<file path="src/rtl/jk_cmd_driver.sv">
// jk_cmd_driver: command front-end for a JK flip-flop cell.
// Drives j/k for a counted number of cycles, then checks q.
module jk_cmd_driver #(
  parameter int CNT_W = 4
) (
  input  logic             clk,
  input  logic             rst,
  input  logic             cmd_valid,
  output logic             cmd_ready,
  input  logic [1:0]       cmd_op,
  input  logic [CNT_W-1:0] cmd_cnt,
  input  logic             q_fb,
  input  logic             err_clr,
  output logic             j,
  output logic             k,
  output logic             busy,
  output logic             done,
  output logic             err
);

  typedef enum logic [1:0] {
    IDLE,
    DRIVE,
    CHECK
  } state_t;

  localparam logic [1:0] OP_HOLD   = 2'b00;
  localparam logic [1:0] OP_RESET  = 2'b01;
  localparam logic [1:0] OP_SET    = 2'b10;
  localparam logic [1:0] OP_TOGGLE = 2'b11;

  state_t           state;
  logic [CNT_W-1:0] rem;
  logic             exp_q;
  logic             exp_d;
  logic             acc;
  logic             last;

  assign cmd_ready = (state == IDLE);
  assign busy      = (state != IDLE);
  assign acc       = cmd_ready && cmd_valid;
  assign last      = (rem == CNT_W'(1));

  // Final q expected once the op has been applied cmd_cnt times
  always_comb begin
    exp_d = q_fb;
    unique case (cmd_op)
      OP_HOLD:   exp_d = q_fb;
      OP_RESET:  exp_d = 1'b0;
      OP_SET:    exp_d = 1'b1;
      OP_TOGGLE: exp_d = q_fb ^ cmd_cnt[0];
      default:   exp_d = q_fb;
    endcase
  end

  // Command FSM with registered j/k/done/err
  always_ff @(posedge clk or negedge rst) begin
    if (!rst) begin
      state <= IDLE;
      rem   <= '0;
      exp_q <= 1'b0;
      j     <= 1'b0;
      k     <= 1'b0;
      done  <= 1'b0;
      err   <= 1'b0;
    end else begin
      done <= 1'b0;
      if (err_clr) begin
        err <= 1'b0;
      end
      unique case (state)
        IDLE: begin
          if (acc) begin
            exp_q <= exp_d;
            if (cmd_cnt == '0) begin
              done <= 1'b1;
            end else begin
              state <= DRIVE;
              rem   <= cmd_cnt;
              j     <= cmd_op[1];
              k     <= cmd_op[0];
            end
          end
        end
        DRIVE: begin
          rem <= rem - CNT_W'(1);
          if (last) begin
            j     <= 1'b0;
            k     <= 1'b0;
            state <= CHECK;
          end
        end
        CHECK: begin
          done  <= 1'b1;
          state <= IDLE;
          // A mismatch overrides a same-edge clear
          if (q_fb != exp_q) begin
            err <= 1'b1;
          end
        end
        default: begin
          state <= IDLE;
          j     <= 1'b0;
          k     <= 1'b0;
        end
      endcase
    end
  end

endmodule

</file>
<file path="config.mk">
export PLATFORM = sky130hd
export DESIGN_NAME = jk_cmd_driver
export DESIGN_NICKNAME = d
export VERILOG_FILES = /design/src/rtl/jk_cmd_driver.sv
export SDC_FILE = /design/constraint.sdc
export NUM_CORES = 1
export LEC_CHECK = 0
export CORE_MARGIN = 2
export CORE_UTILIZATION = 44
export CTS_BUF_LIST = sky130_fd_sc_hd__clkbuf_4
export DETAILED_ROUTE_END_ITERATION = 7
export GPL_ROUTABILITY_DRIVEN = 0
export GPL_TIMING_DRIVEN = 0
export HOLD_SLACK_MARGIN = 0.15
export PLACE_DENSITY = 0.73
export SYNTH_ARGS = -nofsm -noshare
export SYNTH_HDL_FRONTEND = slang
export SYNTH_SLANG_ARGS = --single-unit
</file>
<file path="constraint.sdc">
create_clock -name clk -period 1.3 [get_ports clk]
set_input_delay 0.26 -clock clk [delete_from_list [all_inputs] [get_ports clk]]
set_output_delay 0.26 -clock clk [all_outputs]
set_load 0.1 [all_outputs]
</file>
# After elaboration in Yosys (flattened, before gate mapping)
# Cells that the tools add are included.
dict set report word_totals {
  in_bits 11
  latchBits 0
  memories 0
  rom_bits 0
  elab_cells 51
  ff_bits 11
  output_inout_bits 6
  ramBits 0
}
dict set report classes {
  n_addsub 1
  reduce_logical 10
  magnitude_cmp 0
  n_div 0
  n_eq_ne 10
  n_mul 0
  n_bitwise 2
  shifts 0
  mux 21
}
# cell n
set op_table {}
lappend op_table {{two-way mux 1 bit} 10}
lappend op_table {{two-way mux 4 bit} 2}
lappend op_table {{case mux 4 bit (2 select lines)} 1}
lappend op_table {{equality test 2 bit, second input constant} 3}
lappend op_table {{two-way mux 2 bit} 3}
lappend op_table {{case mux 1 bit (3 select lines)} 2}
lappend op_table {{AND reduction 3 bit} 2}
lappend op_table {{equality test 2 x 1 -> 1 bit, second input constant} 2}
lappend op_table {{equality test 4 x 1 -> 1 bit, second input constant} 1}
lappend op_table {{logical NOT 2 bit} 2}
lappend op_table {{logical NOT 4 bit} 1}
lappend op_table {{!= test 2 bit, second input constant} 2}
lappend op_table {{case mux 1 bit (4 select lines)} 1}
lappend op_table {{case mux 2 bit (2 select lines)} 1}
lappend op_table {{AND reduction 4 bit} 1}
lappend op_table {{nonzero test 2 bit} 2}
lappend op_table {{subtractor 4 x 1 -> 4 bit, second input constant} 1}
lappend op_table {{!= test 2 x 1 -> 1 bit, second input constant} 1}
lappend op_table {{case mux 1 bit (2 select lines)} 1}
lappend op_table {{AND reduction 2 bit} 1}
lappend op_table {{logical AND 1 bit} 1}
lappend op_table {{!= test 1 bit} 1}
lappend op_table {{inverter 1 bit} 1}
lappend op_table {{bitwise XOR 1 bit} 1}

# Logic depth before layout (Yosys ltp)
# Gate-level depths: netlist (run 1).
dict set report depth {
  ltp_word 4
  depth_mapped 5
  depth_no_buf 5
}

# Worst setup path before layout (run 1)
# OpenSTA, ideal clock, no wires.
dict set report synth_path {
  path_type {register to register}
  from {register state[0]}
  to {register state[0]}
  path_stages_with_launch 4
  setup_ns 0.099
  n_path_buf 0
  period_less_slack_ns 3.156
  arrival_time_ns 3.057
  path_slack_ns -1.856
  t_required_ns 1.201
  path_cell_list {dfrtp_1 -> nor2_1 -> inv_1 -> o21ai_0}
}
dict set report synth_between {
  elab_chain_len 4
}
# item line_no
set synth_rtl {}
lappend synth_rtl {{from (decl)} 32} ;# state_t state;
lappend synth_rtl {{from (signal assigned)} 59} ;# state <= IDLE;
lappend synth_rtl {{from (signal assigned)} 78} ;# state <= DRIVE;
lappend synth_rtl {{from (signal assigned)} 90} ;# state <= CHECK;
lappend synth_rtl {{logical NOT 2 bit (*)} 39} ;# assign cmd_ready = (state == IDLE);
lappend synth_rtl {{via cmd_ready} 9} ;# output logic cmd_ready,
lappend synth_rtl {{logical AND 1 bit} 41} ;# assign acc = cmd_ready && cmd_valid;
lappend synth_rtl {{!= test 2 x 1 -> 1 bit (no line)} --}
lappend synth_rtl {{AND reduction 3 bit (no line)} --}
# Mark *: on every way through the listed nets, which the timed path passes. The rest lies on a longest branch.
# A chain may end at the register's enable or synchronous reset.

# Final worst setup path (run 1)
dict set report layout_path {
  from {register rem[1]}
  to {register rem[1]}
}
dict set report layout_between {
  elab_chain_len 2
}
# item line_no
set layout_rtl {}
lappend layout_rtl {{from (decl)} 33} ;# logic [CNT_W-1:0] rem;
lappend layout_rtl {{from (signal assigned)} 79} ;# rem <= cmd_cnt;
lappend layout_rtl {{from (signal assigned)} 86} ;# rem <= rem - CNT_W'(1);
lappend layout_rtl {{subtractor 4 x 1 -> 4 bit} 86}
lappend layout_rtl {{case mux 4 bit (2 select lines)} 71} ;# unique case (state)
# No other way between the ends.

==> impl_metrics.py, run 1 <==
metrics = {
    "timing": {
        "setup_violations": 6,
        "rsz0062_at_grt": "true",
        "finalCriticalPeriod_ns": 1.37,
        "final.period_utilization_pct": 105,
        "tightest_slew_ns": 0.514,
        "finalHoldViolations": 0,
        "drv_slew": 0,
        "fmax_ghz": 0.731,
        "finalClockSkew_ns": 0.00394,
        "slew_headroom_pct": 65.6,
        "fin_ws_ns": -0.0675,
    },
    "power": {
        "p_leak_nw": 0.492,
        "max-vdd-ir-drop_mv": 1.32,
        "powerDensity_mw_per_mm2": 2510,
    },
    "detailed_routing": {
        "ant_nets": 0,
        "wl_mm": 1.94,
        "wl_per_cell_um": 16.8,
        "drt_iter0_drc": 23,
        "drc": 0,
        "firstDrtPassIters": 4,
        "vias": 684,
        "vias_per_cell": 5.95,
    },
    "critical_path": {
        "max_stage_delay_ns": 0.40,
        "cp-start-kind": "flop",
        "crit_path_max_fanout": 2,
        "critical_path_buf_inv_count": 2,
        "reg2reg_to": "rem[1]$_DFFE_PN0P_",
        "cp.required_ns": 1.51,
        "slowest_stage": "dfrtp_1",
        "reg2reg_depth": 5,
        "reg2reg_from": "rem[1]$_DFFE_PN0P_",
        "worst-setup-path-type": "flop to flop",
        "critical-path-top-delay-family": "compound AO/OA/AOI/OAI gates",
        "crit_arrival_ns": 1.58,
        "cp_num_cells": 5,
        "endpoint_kind": "flop",
        "reg2reg_slack_ns": -0.07,
        "worstPathCellList": "inv_2 > buf_4 > ha_4 > a222oi_1 > o41a_2",
        "endpoint": "rem[1]$_DFFE_PN0P_",
        "startpoint": "rem[1]$_DFFE_PN0P_",
    },
    "cts": {
        "cts.sinks": 11,
        "path_clk_slew_ns": 0.08,
        "ctsRootBufferMaster": "clkbuf_4",
        "clockBufferDepth": 2,
        "cts_tree": "done",
        "insertion_delay_ns": 0.26,
        "numCtsBuffers": 3,
        "htree_levels": 1,
    },
    "min_path": {
        "hold_class": "input port to asynchronous set/reset pin",
    },
    "global_routing": {
        "grt_start_max_net_pins": 12,
        "grt_antenna_before_repair": 0,
        "track_usage_pct": 23.9,
        "grt_pass1_wl_mm": 3.24,
        "gr-total-overflow": 0,
        "grt_pass1_vias": 682,
    },
    "placed_design": {
        "io_buffers": 16,
        "post-place-ws_ns": -0.718,
        "dp.cells": 98,
        "hpwl_mm": 1.17,
    },
    "logic_synthesis": {
        "ys_async_sr_fraction_pct": 100,
        "yosys.area.top_type": "dfrtp_1",
        "yosys_most_used_dff": "dfrtp_1",
        "synth_nets": 79,
        "synth_edf_count": 0,
        "syn_inst": 66,
        "yosysTopAreaCellShare_pct": 41.3,
        "synth.distinct_cells": 31,
        "synth-seq-area-share_pct": 41.3,
        "yosys-top-cells-area": "dfrtp_1 (41%), inv_1 (3.9%), ha_1 (3.8%), mux2_2 (3.4%), nor2_1 (3.4%)",
        "syn_area_um2": 667,
        "syn_area_per_cell_um2": 10.1,
        "ys_seq_elements": 11,
        "yosysWarnings": 0,
    },
    "cells_and_area": {
        "nFillCells": 105,
        "final_cells": 115,
        "diodes": 0,
        "drive_above_1_share_pct": 52.5,
        "area.growth.synth_to_final_pct": 63.0,
        "fin_nets": 113,
    },
    "die": {
        "io_pins": 17,
        "die-height_um": 42.9,
        "fp.dieArea_mm2": 0.00184,
        "dieWidth_um": 42.9,
        "initial_core_util_pct": 45.9,
        "fp-row-count": 14,
        "core_region_area_mm2": 0.00145,
    },
    "status": {
        "violations": "setup timing",
        "run_status": "finished, violations left",
    },
    "run": {
        "max_cap_violations": 0,
    },
}
==> worst reg2reg max path, stage by stage, from the launching register on <==
cell      delay (ns)
dfrtp_1         0.40
inv_2           0.07
buf_4           0.15
ha_4            0.21
a222oi_1        0.29
o41a_2          0.21
==> registers in the layout (all words and copies together), names as in the netlist <==
register / flops
err: 1
j: 1
exp_q: 1
done: 1
state: 2
rem: 4
k: 1
==> metrics by stage <==
step	total power (W)	TNS [ns]	cell area, µm²	hold slack [ns]	utilization, %
6_report	0.00273	-0.258	1090	0.331	74.8
5_1_grt	0.00287	-0.439	1090	0.379	74.8
4_1_cts	0.00248	-0.143	1020	0.347	70.1
2_1_floorplan	0.00162	-1.32	679	-0.0356	-
3_5_place_dp	0.00193	-6.26	860	0.483	59.1
3_3_place_gp	0.00190	-5.94	860	0.491	59.1
==> per-layer routing <==
metal  up-vias  wire [µm]  global-route usage [%]
met3         2         69                    2.55
li1        317          -                       -
met2        18        962                    40.0
met4         0         14                    11.5
met1       347        887                    30.3
met5         -          0                       0
==> kinds of logic (layout without fill, tap and decap cells) <==
| kind of cell | Yosys count | after routing | synth area share, % |
|---|---|---|---|
| flip-flops | 11 | 11 | 41.3 |
| AND/OR/NAND/NOR | 23 | 23 | 19.7 |
| buffers and inverters | 10 | 43 | 7.13 |
| multiplexers | 2 | 2 | 3.38 |
| adder cells (fa/ha/maj) | 2 | 2 | 3.75 |
| AO/OA/AOI/OAI | 16 | 16 | 22.1 |
| XOR/XNOR | 2 | 2 | 2.63 |
==> synthesized netlist by cell type, types with 2 or more instances <==
cell      instances
mux2_2            2
nand2_1           3
dfrtp_1          11
buf_2             2
nand3_1           2
nor2_1            6
o311ai_1          2
nor3_1            2
ha_1              2
nor2b_1           2
o21ai_0           2
or4b_1            2
a21oi_1           2
nor4_1            2
xor2_1            2
inv_1             7
==> placed cells by master (no fill, tap or decap), types with 2 or more instances in the layout <==
master	netlist	final
nand3_2	0	2
dlygate4sd2_1	0	4
nor4_1	2	2
buf_6	1	3
ha_4	0	2
buf_4	0	13
mux2_2	2	2
xor2_1	2	2
inv_1	7	4
buf_2	2	2
nand2_1	3	3
inv_2	0	3
dfrtp_1	11	6
clkbuf_4	0	6
a21oi_1	2	2
o21ai_1	0	2
dfrtp_2	0	5
clkdlybuf4s50_1	0	5
nor2_1	6	5
==> how the worst min path moves through the flow <==
stage | depth (start not counted) | slack, ns | from | to
after CTS | 1 | 0.35 | rst | exp_q$_DFFE_PN0P_
final | 1 | 0.33 | rst | rem[2]$_DFFE_PN0P_
after global routing | 1 | 0.38 | rst | rem[1]$_DFFE_PN0P_
after detailed placement | 1 | 0.48 | err$_DFF_PN0_ | err$_DFF_PN0_
after floorplan | 0 | -0.04 | rst | done$_DFF_PN0_
after global placement | 1 | 0.49 | err$_DFF_PN0_ | err$_DFF_PN0_
==> area by class of cell <==
class	instances	area (µm²)	share of cell area, %
plain buffers	3	23.8	2.19
clock buffers	4	30.0	2.76
inverters	7	26.3	2.42
multi-input cells	45	442	40.6
flip-flops and latches	11	282	25.9
well taps	16	20.0	1.84
repair buffers	29	264	24.3
==> power by group <==
group          switching (W)  internal, W
registers           0.000163     0.000489
logic                0.00104     0.000784
clock network       0.000117     0.000139
total                0.00132      0.00141
==> repair_timing <==
action,CTS,global route
hold buffers,0,0
buffers inserted,10,2
cloned,1,0
resized for setup,59,13
pin swaps,6,4
endpoints found under the setup margin,14,10
Note: power is estimated with default switching activity, not from simulation.
==> run 2: changes to the inputs <==
Settings changed: GPL_TIMING_DRIVEN 0 to unset, PLACE_DENSITY 0.73 to 0.81.
==> run 2 against run 1 <==
Against the previous run:
- the run still ends with setup timing left
- core utilization is 6.2 points higher
- flip-flop and latch count is the same
- clock skew up 0.0078 ns
- sequential power rose by 2%
- critical path depth down 2
- cell count is 6.1% higher
- highest routed layer unchanged
==> impl_metrics.py, run 2 (synthesis results as in run 1) <==
metrics = {
    "status": {
        "run_status": "finished, violations left",
        "violations": "setup timing",
    },
    "cts": {
        "insertion_delay_ns": 0.28,
        "clockBufferDepth": 2,
        "ctsRootBufferMaster": "clkbuf_4",
        "path_clk_slew_ns": 0.08,
        "hold_buffers": 0,
        "cts.sinks": 11,
        "cts_tree": "done",
        "numCtsBuffers": 3,
        "htree_levels": 1,
    },
    "timing": {
        "setup_violations": 6,
        "fmax_ghz": 0.718,
        "finalHoldViolations": 0,
        "slew_headroom_pct": 76.2,
        "drv_slew": 0,
        "fin_ws_ns": -0.0918,
        "finalClockSkew_ns": 0.0117,
        "holdWs_ns": 0.292,
        "final.period_utilization_pct": 107,
        "finalCriticalPeriod_ns": 1.39,
        "setup_tns_ns": -0.246,
        "rsz0062_at_grt": "true",
        "tightest_slew_ns": 0.354,
    },
    "placed_design": {
        "hpwl_mm": 1.33,
        "io_buffers": 16,
        "post-place-ws_ns": -0.453,
    },
    "die": {
        "core_region_area_mm2": 0.00145,
        "fp.dieArea_mm2": 0.00184,
        "io_pins": 17,
        "dieWidth_um": 42.9,
        "fp-row-count": 14,
        "initial_core_util_pct": 45.9,
        "die-height_um": 42.9,
    },
    "cells_and_area": {
        "nFillCells": 93,
        "multiInputGateArea_um2": 424,
        "final-seq-area_um2": 282,
        "top_register": "rem",
        "area.growth.synth_to_final_pct": 76.5,
        "fin_nets": 120,
        "largest_register_ffs": 4,
        "top_regs": "rem: 4 flops, state: 2 flops",
        "drive_above_1_share_pct": 53.8,
        "layout_common_cells": "buf_4 (21), dfrtp_1 (6), buf_12 (6)",
        "diodes": 0,
        "layout_commonest_cell": "buf_4",
    },
    "detailed_routing": {
        "vias_per_cell": 5.86,
        "wl_per_cell_um": 17.7,
        "wl_mm": 2.17,
        "drt_iter0_drc": 19,
        "firstDrtPassIters": 6,
        "ant_nets": 0,
        "drc": 0,
        "vias": 715,
    },
    "critical_path": {
        "reg2reg_depth": 5,
        "cp-start-kind": "flop",
        "worst-setup-path-type": "flop to primary output",
        "max_stage_delay_ns": 0.44,
        "slowest_stage": "dfrtp_2",
        "reg2reg_slack_ns": -0.04,
        "reg2reg_from": "rem[1]$_DFFE_PN0P_",
        "worstPathCellList": "nor2_4 > inv_2 > buf_12",
        "crit_arrival_ns": 1.13,
        "reg2reg_to": "j$_DFFE_PN0P_",
        "endpoint_kind": "primary output",
        "crit_path_max_fanout": 4,
        "cp.required_ns": 1.04,
    },
    "power": {
        "swShare_pct": 47.0,
        "p_int_w": 0.00153,
        "p_clk_share_pct": 9.3,
        "p_sw_w": 0.00136,
        "seq_power_share_pct": 23.1,
        "power_w": 0.00289,
        "p_leak_nw": 0.526,
        "powerDensity_mw_per_mm2": 2450,
        "max-vdd-ir-drop_mv": 1.35,
        "combPwrFrac_pct": 67.6,
    },
    "global_routing": {
        "grt_antenna_before_repair": 0,
        "grt_pass1_vias": 661,
        "track_usage_pct": 22.7,
        "gr-total-overflow": 0,
        "grt_pass1_wl_mm": 3.02,
        "grt_start_max_net_pins": 15,
    },
    "min_path": {
        "hold_class": "input port to asynchronous set/reset pin",
    },
    "run": {
        "max_cap_violations": 0,
    },
}
-- run 2: cell count changes in the layout (fill, tap and decap cells not counted), sizes merged --
cell / previous run / this run
clkbuf: 6 / 4
buf: 20 / 29
-- run 2: cell type report --
class	count	area share, %
tap	16	1.70
sequential	11	23.9
clock buffer	4	2.55
inverter	7	2.23
timing repair buffer	39	33.6
multi-input combinational	45	36.0
-- run 2: routing by layer --
layer / part of all wire (%) / track usage, % / wire length, µm / vias to the layer above
li1: - / - / - / 329
met1: 41 / 29.0 / 887 / 345
met2: 52 / 37.0 / 1130 / 35
met3: 4.6 / 3.40 / 99 / 6
met4: 2.2 / 11.5 / 48 / 0
met5: 0 / 0 / 0 / -
-- run 2: worst max-delay path, delay by kind of cell, from the launching register on --
| family | cells | cell delay (ns) |
|---|---|---|
| buf+inv | 2 | 0.23 |
| flops | 1 | 0.44 |
| simple gates | 1 | 0.18 |
-- run 2: through the flow --
stage | util (%) | area, µm² | instances
floorplan | - | 679 | 66
global placement | 70.1 | 1020 | 111
detailed placement | 70.1 | 1020 | 111
CTS | 75.0 | 1090 | 119
global route | 81.0 | 1180 | 122
finish | 81.0 | 1180 | 122
-- run 2: how the worst max path moves through the flow --
stage,start,end
floorplan,state[0]$_DFFE_PN0P_,state[0]$_DFFE_PN0P_
global placement,cmd_valid,j$_DFFE_PN0P_
detailed placement,cmd_valid,k$_DFFE_PN0P_
CTS,state[1]$_DFFE_PN0P_,busy
global route,state[0]$_DFFE_PN0P_,busy
finish,state[0]$_DFFE_PN0P_,busy
-- run 2: power groups by stage --
stage / clock [W] / combinational (W) / sequential (W)
6_report: 0.000269 / 0.00195 / 0.000666
5_1_grt: 0.000289 / 0.00205 / 0.000682
4_1_cts: 0.000270 / 0.00171 / 0.000633
3_5_place_dp: 0 / 0.00156 / 0.000690
3_3_place_gp: 0 / 0.00153 / 0.000680
2_1_floorplan: 0 / 0.000785 / 0.000832
-- run 2: repair_timing --
action	4_1_cts	5_1_grt
cloned	0	0
pin swaps	2	7
setup endpoints to repair	8	9
setup buffers	5	3
resized for setup	11	15
==> run 3: changes to the inputs <==
Settings changed: ABC_AREA set to 1, CORE_MARGIN 2 to 5, CORE_UTILIZATION 44 to 43, SETUP_SLACK_MARGIN set to 0.4.
==> run 3 against run 2 <==
Against the previous run:
- the flow still finishes with violations (setup timing)
- clock-buffer cell count stayed put
- synthesized area decreased by 7.1%
- die area increased by 25%
- core utilization increased by 3.9 points
- wire length up 2.0%
- power up 15%
- non-clock buffer count down 7
- largest cell class unchanged
==> impl_metrics.py, run 3 <==
metrics = {
    "logic_synthesis": {
        "yosysWarnings": 0,
        "yosys-top-cells-area": "dfrtp_1 (44%), nand2_1 (24%), nor2_1 (5.5%), inv_1 (4.2%), ha_1 (4.0%)",
        "synth_edf_count": 0,
        "synth_most_common_cell": "nand2_1",
        "synth-seq-area-share_pct": 44.4,
        "synth_nets": 100,
        "syn_inst": 87,
        "yosys_most_used_dff": "dfrtp_1",
        "synth_common_cells": "nand2_1 (39), dfrtp_1 (11), nor2_1 (9)",
        "ys_seq_elements": 11,
        "yosys.area.top_type": "dfrtp_1",
        "yosysTopAreaCellShare_pct": 44.4,
        "syn_area_per_cell_um2": 7.12,
        "ys_async_sr_fraction_pct": 100,
        "syn_area_um2": 619,
        "synth.distinct_cells": 16,
    },
    "cts": {
        "clockBufferDepth": 2,
        "cts.sinks": 11,
        "htree_levels": 1,
        "numCtsBuffers": 3,
        "cts_tree": "done",
        "ctsRootBufferMaster": "clkbuf_4",
        "insertion_delay_ns": 0.28,
        "path_clk_slew_ns": 0.07,
    },
    "power": {
        "max-vdd-ir-drop_mv": 2.56,
        "powerDensity_mw_per_mm2": 2940,
        "p_leak_nw": 0.560,
        "power_w": 0.00333,
    },
    "global_routing": {
        "grt_start_max_net_pins": 12,
        "grt_pass1_wl_mm": 3.09,
        "track_usage_pct": 20.0,
        "grt_antenna_before_repair": 0,
        "gr-total-overflow": 0,
        "grt_pass1_vias": 686,
    },
    "critical_path": {
        "cp.required_ns": 1.04,
        "crit_path_max_fanout": 4,
        "critical_path_buf_inv_count": 2,
        "endpoint_kind": "primary output",
        "worstPathCellList": "nor2_4 > buf_6 > buf_12",
        "reg2reg_from": "state[0]$_DFFE_PN0P_",
        "crit_arrival_ns": 1.18,
        "max_stage_delay_ns": 0.46,
        "worst-setup-path-type": "flop to primary output",
        "cp-start-kind": "flop",
        "startpoint": "state[0]$_DFFE_PN0P_",
        "slowest_stage": "dfrtp_2",
        "critical-path-top-delay-family": "flip-flops",
    },
    "cells_and_area": {
        "layout_common_cells": "nand2_1 (33), buf_4 (13), clkdlybuf4s50_1 (10)",
        "largest_register_ffs": 4,
        "top_regs": "rem: 4 flops, state: 2 flops",
        "diodes": 0,
        "fin_nets": 137,
        "top_register": "rem",
        "layout_commonest_cell": "nand2_1",
        "area.growth.synth_to_final_pct": 82.8,
        "drive_above_1_share_pct": 41.5,
        "finish.utilization_pct": 84.9,
    },
    "status": {
        "run_status": "finished, violations left",
        "violations": "setup timing",
    },
    "detailed_routing": {
        "drt_iter0_drc": 47,
        "vias_per_cell": 5.45,
        "ant_nets": 0,
        "firstDrtPassIters": 4,
        "drc": 0,
        "wl_mm": 2.21,
        "wl_per_cell_um": 16.0,
        "vias": 752,
    },
    "timing": {
        "slew_headroom_pct": 83.5,
        "finalHoldViolations": 0,
        "setup_tns_ns": -0.421,
        "tightest_slew_ns": 0.247,
        "finalCriticalPeriod_ns": 1.44,
        "setup_violations": 6,
        "drv_slew": 0,
        "fmax_ghz": 0.695,
        "rsz0062_at_grt": "true",
        "finalClockSkew_ns": 0.000688,
        "final.period_utilization_pct": 111,
        "fin_ws_ns": -0.139,
    },
    "die": {
        "core_region_area_mm2": 0.00133,
        "io_pins": 17,
        "dieWidth_um": 48.0,
        "initial_core_util_pct": 46.4,
        "fp-row-count": 13,
        "die-height_um": 48.0,
        "fp.dieArea_mm2": 0.00230,
    },
    "placed_design": {
        "io_buffers": 16,
        "hpwl_mm": 1.22,
    },
    "min_path": {
        "hold_class": "input port to asynchronous set/reset pin",
    },
    "run": {
        "max_cap_violations": 0,
    },
}
==> run 3: repair_timing <==
item | in CTS | in global routing
hold buffers | 0 | 0
resized for setup | 19 | 13
pin swaps | 2 | 5
endpoints found under the setup margin | 17 | 17
buffers inserted | 9 | 3
==> run 3: cells by family after synthesis <==
group,share of synthesized area [%]
AO/OA/AOI/OAI,7.88
XOR/XNOR,2.83
adder cells (fa/ha/maj),4.04
buffers and inverters,5.46
flip-flops,44.4
AND/OR/NAND/NOR,35.4
==> run 3: final timing paths <==
path / endpoint / slack, ns / depth (start not counted)
setup / recovery: cmd_ready / -0.14 / 3
hold / removal: rem[2]$_DFFE_PN0P_ / 0.28 / 2
setup reg to reg: rem[3]$_DFFE_PN0P_ / -0.05 / 8
hold reg to reg: exp_q$_DFFE_PN0P_ / 0.54 / 2
max in group asynchronous: err$_DFF_PN0_ / 0.86 / 2
min in group clk: err$_DFF_PN0_ / 0.52 / 2
==> run 3: power by group <==
part           leakage, nW  switching, W  internal, W  total [W]
logic                0.406       0.00142     0.000970    0.00239
clock network       0.0184      0.000134     0.000140   0.000275
registers            0.135      0.000169     0.000497   0.000666
==> run 3: per-layer routing <==
| metal | vias to the layer above | routed length, µm | global-route usage (%) |
|---|---|---|---|
| met4 | 0 | 87 | 9.14 |
| met2 | 45 | 1110 | 33.0 |
| li1 | 344 | - | - |
| met5 | - | 0 | 0 |
| met3 | 13 | 216 | 7.89 |
| met1 | 350 | 797 | 22.7 |
==> run 3: through the flow <==
| stage | instances | hold slack (ns) | instance area (µm²) | worst slack (ns) |
|---|---|---|---|---|
| 2_1_floorplan | 87 | -0.0356 | 634 | -0.736 |
| 3_3_place_gp | 122 | 0.483 | 903 | -0.0878 |
| 3_5_place_dp | 122 | 0.494 | 903 | -0.137 |
| 4_1_cts | 135 | 0.293 | 1060 | -0.111 |
| 5_1_grt | 138 | 0.271 | 1130 | -0.179 |
| 6_report | 138 | 0.276 | 1130 | -0.139 |
==> run 3: final cells by class <==
cell class / count / area (µm²)
Clock buffer: 4 / 30.0
Fill cell: 71 / 201
Inverter: 9 / 41.3
Multi-Input combinational cell: 67 / 407
Sequential cell: 11 / 284
Tap cell: 15 / 18.8
Timing Repair Buffer: 32 / 352
==> run 3: worst register-to-register path: cells and delay by family, from the launching register on <==
family	cells	cell delay (ns)
AND/OR/NAND/NOR	5	0.51
buffers and inverters	3	0.34
flip-flops	1	0.46
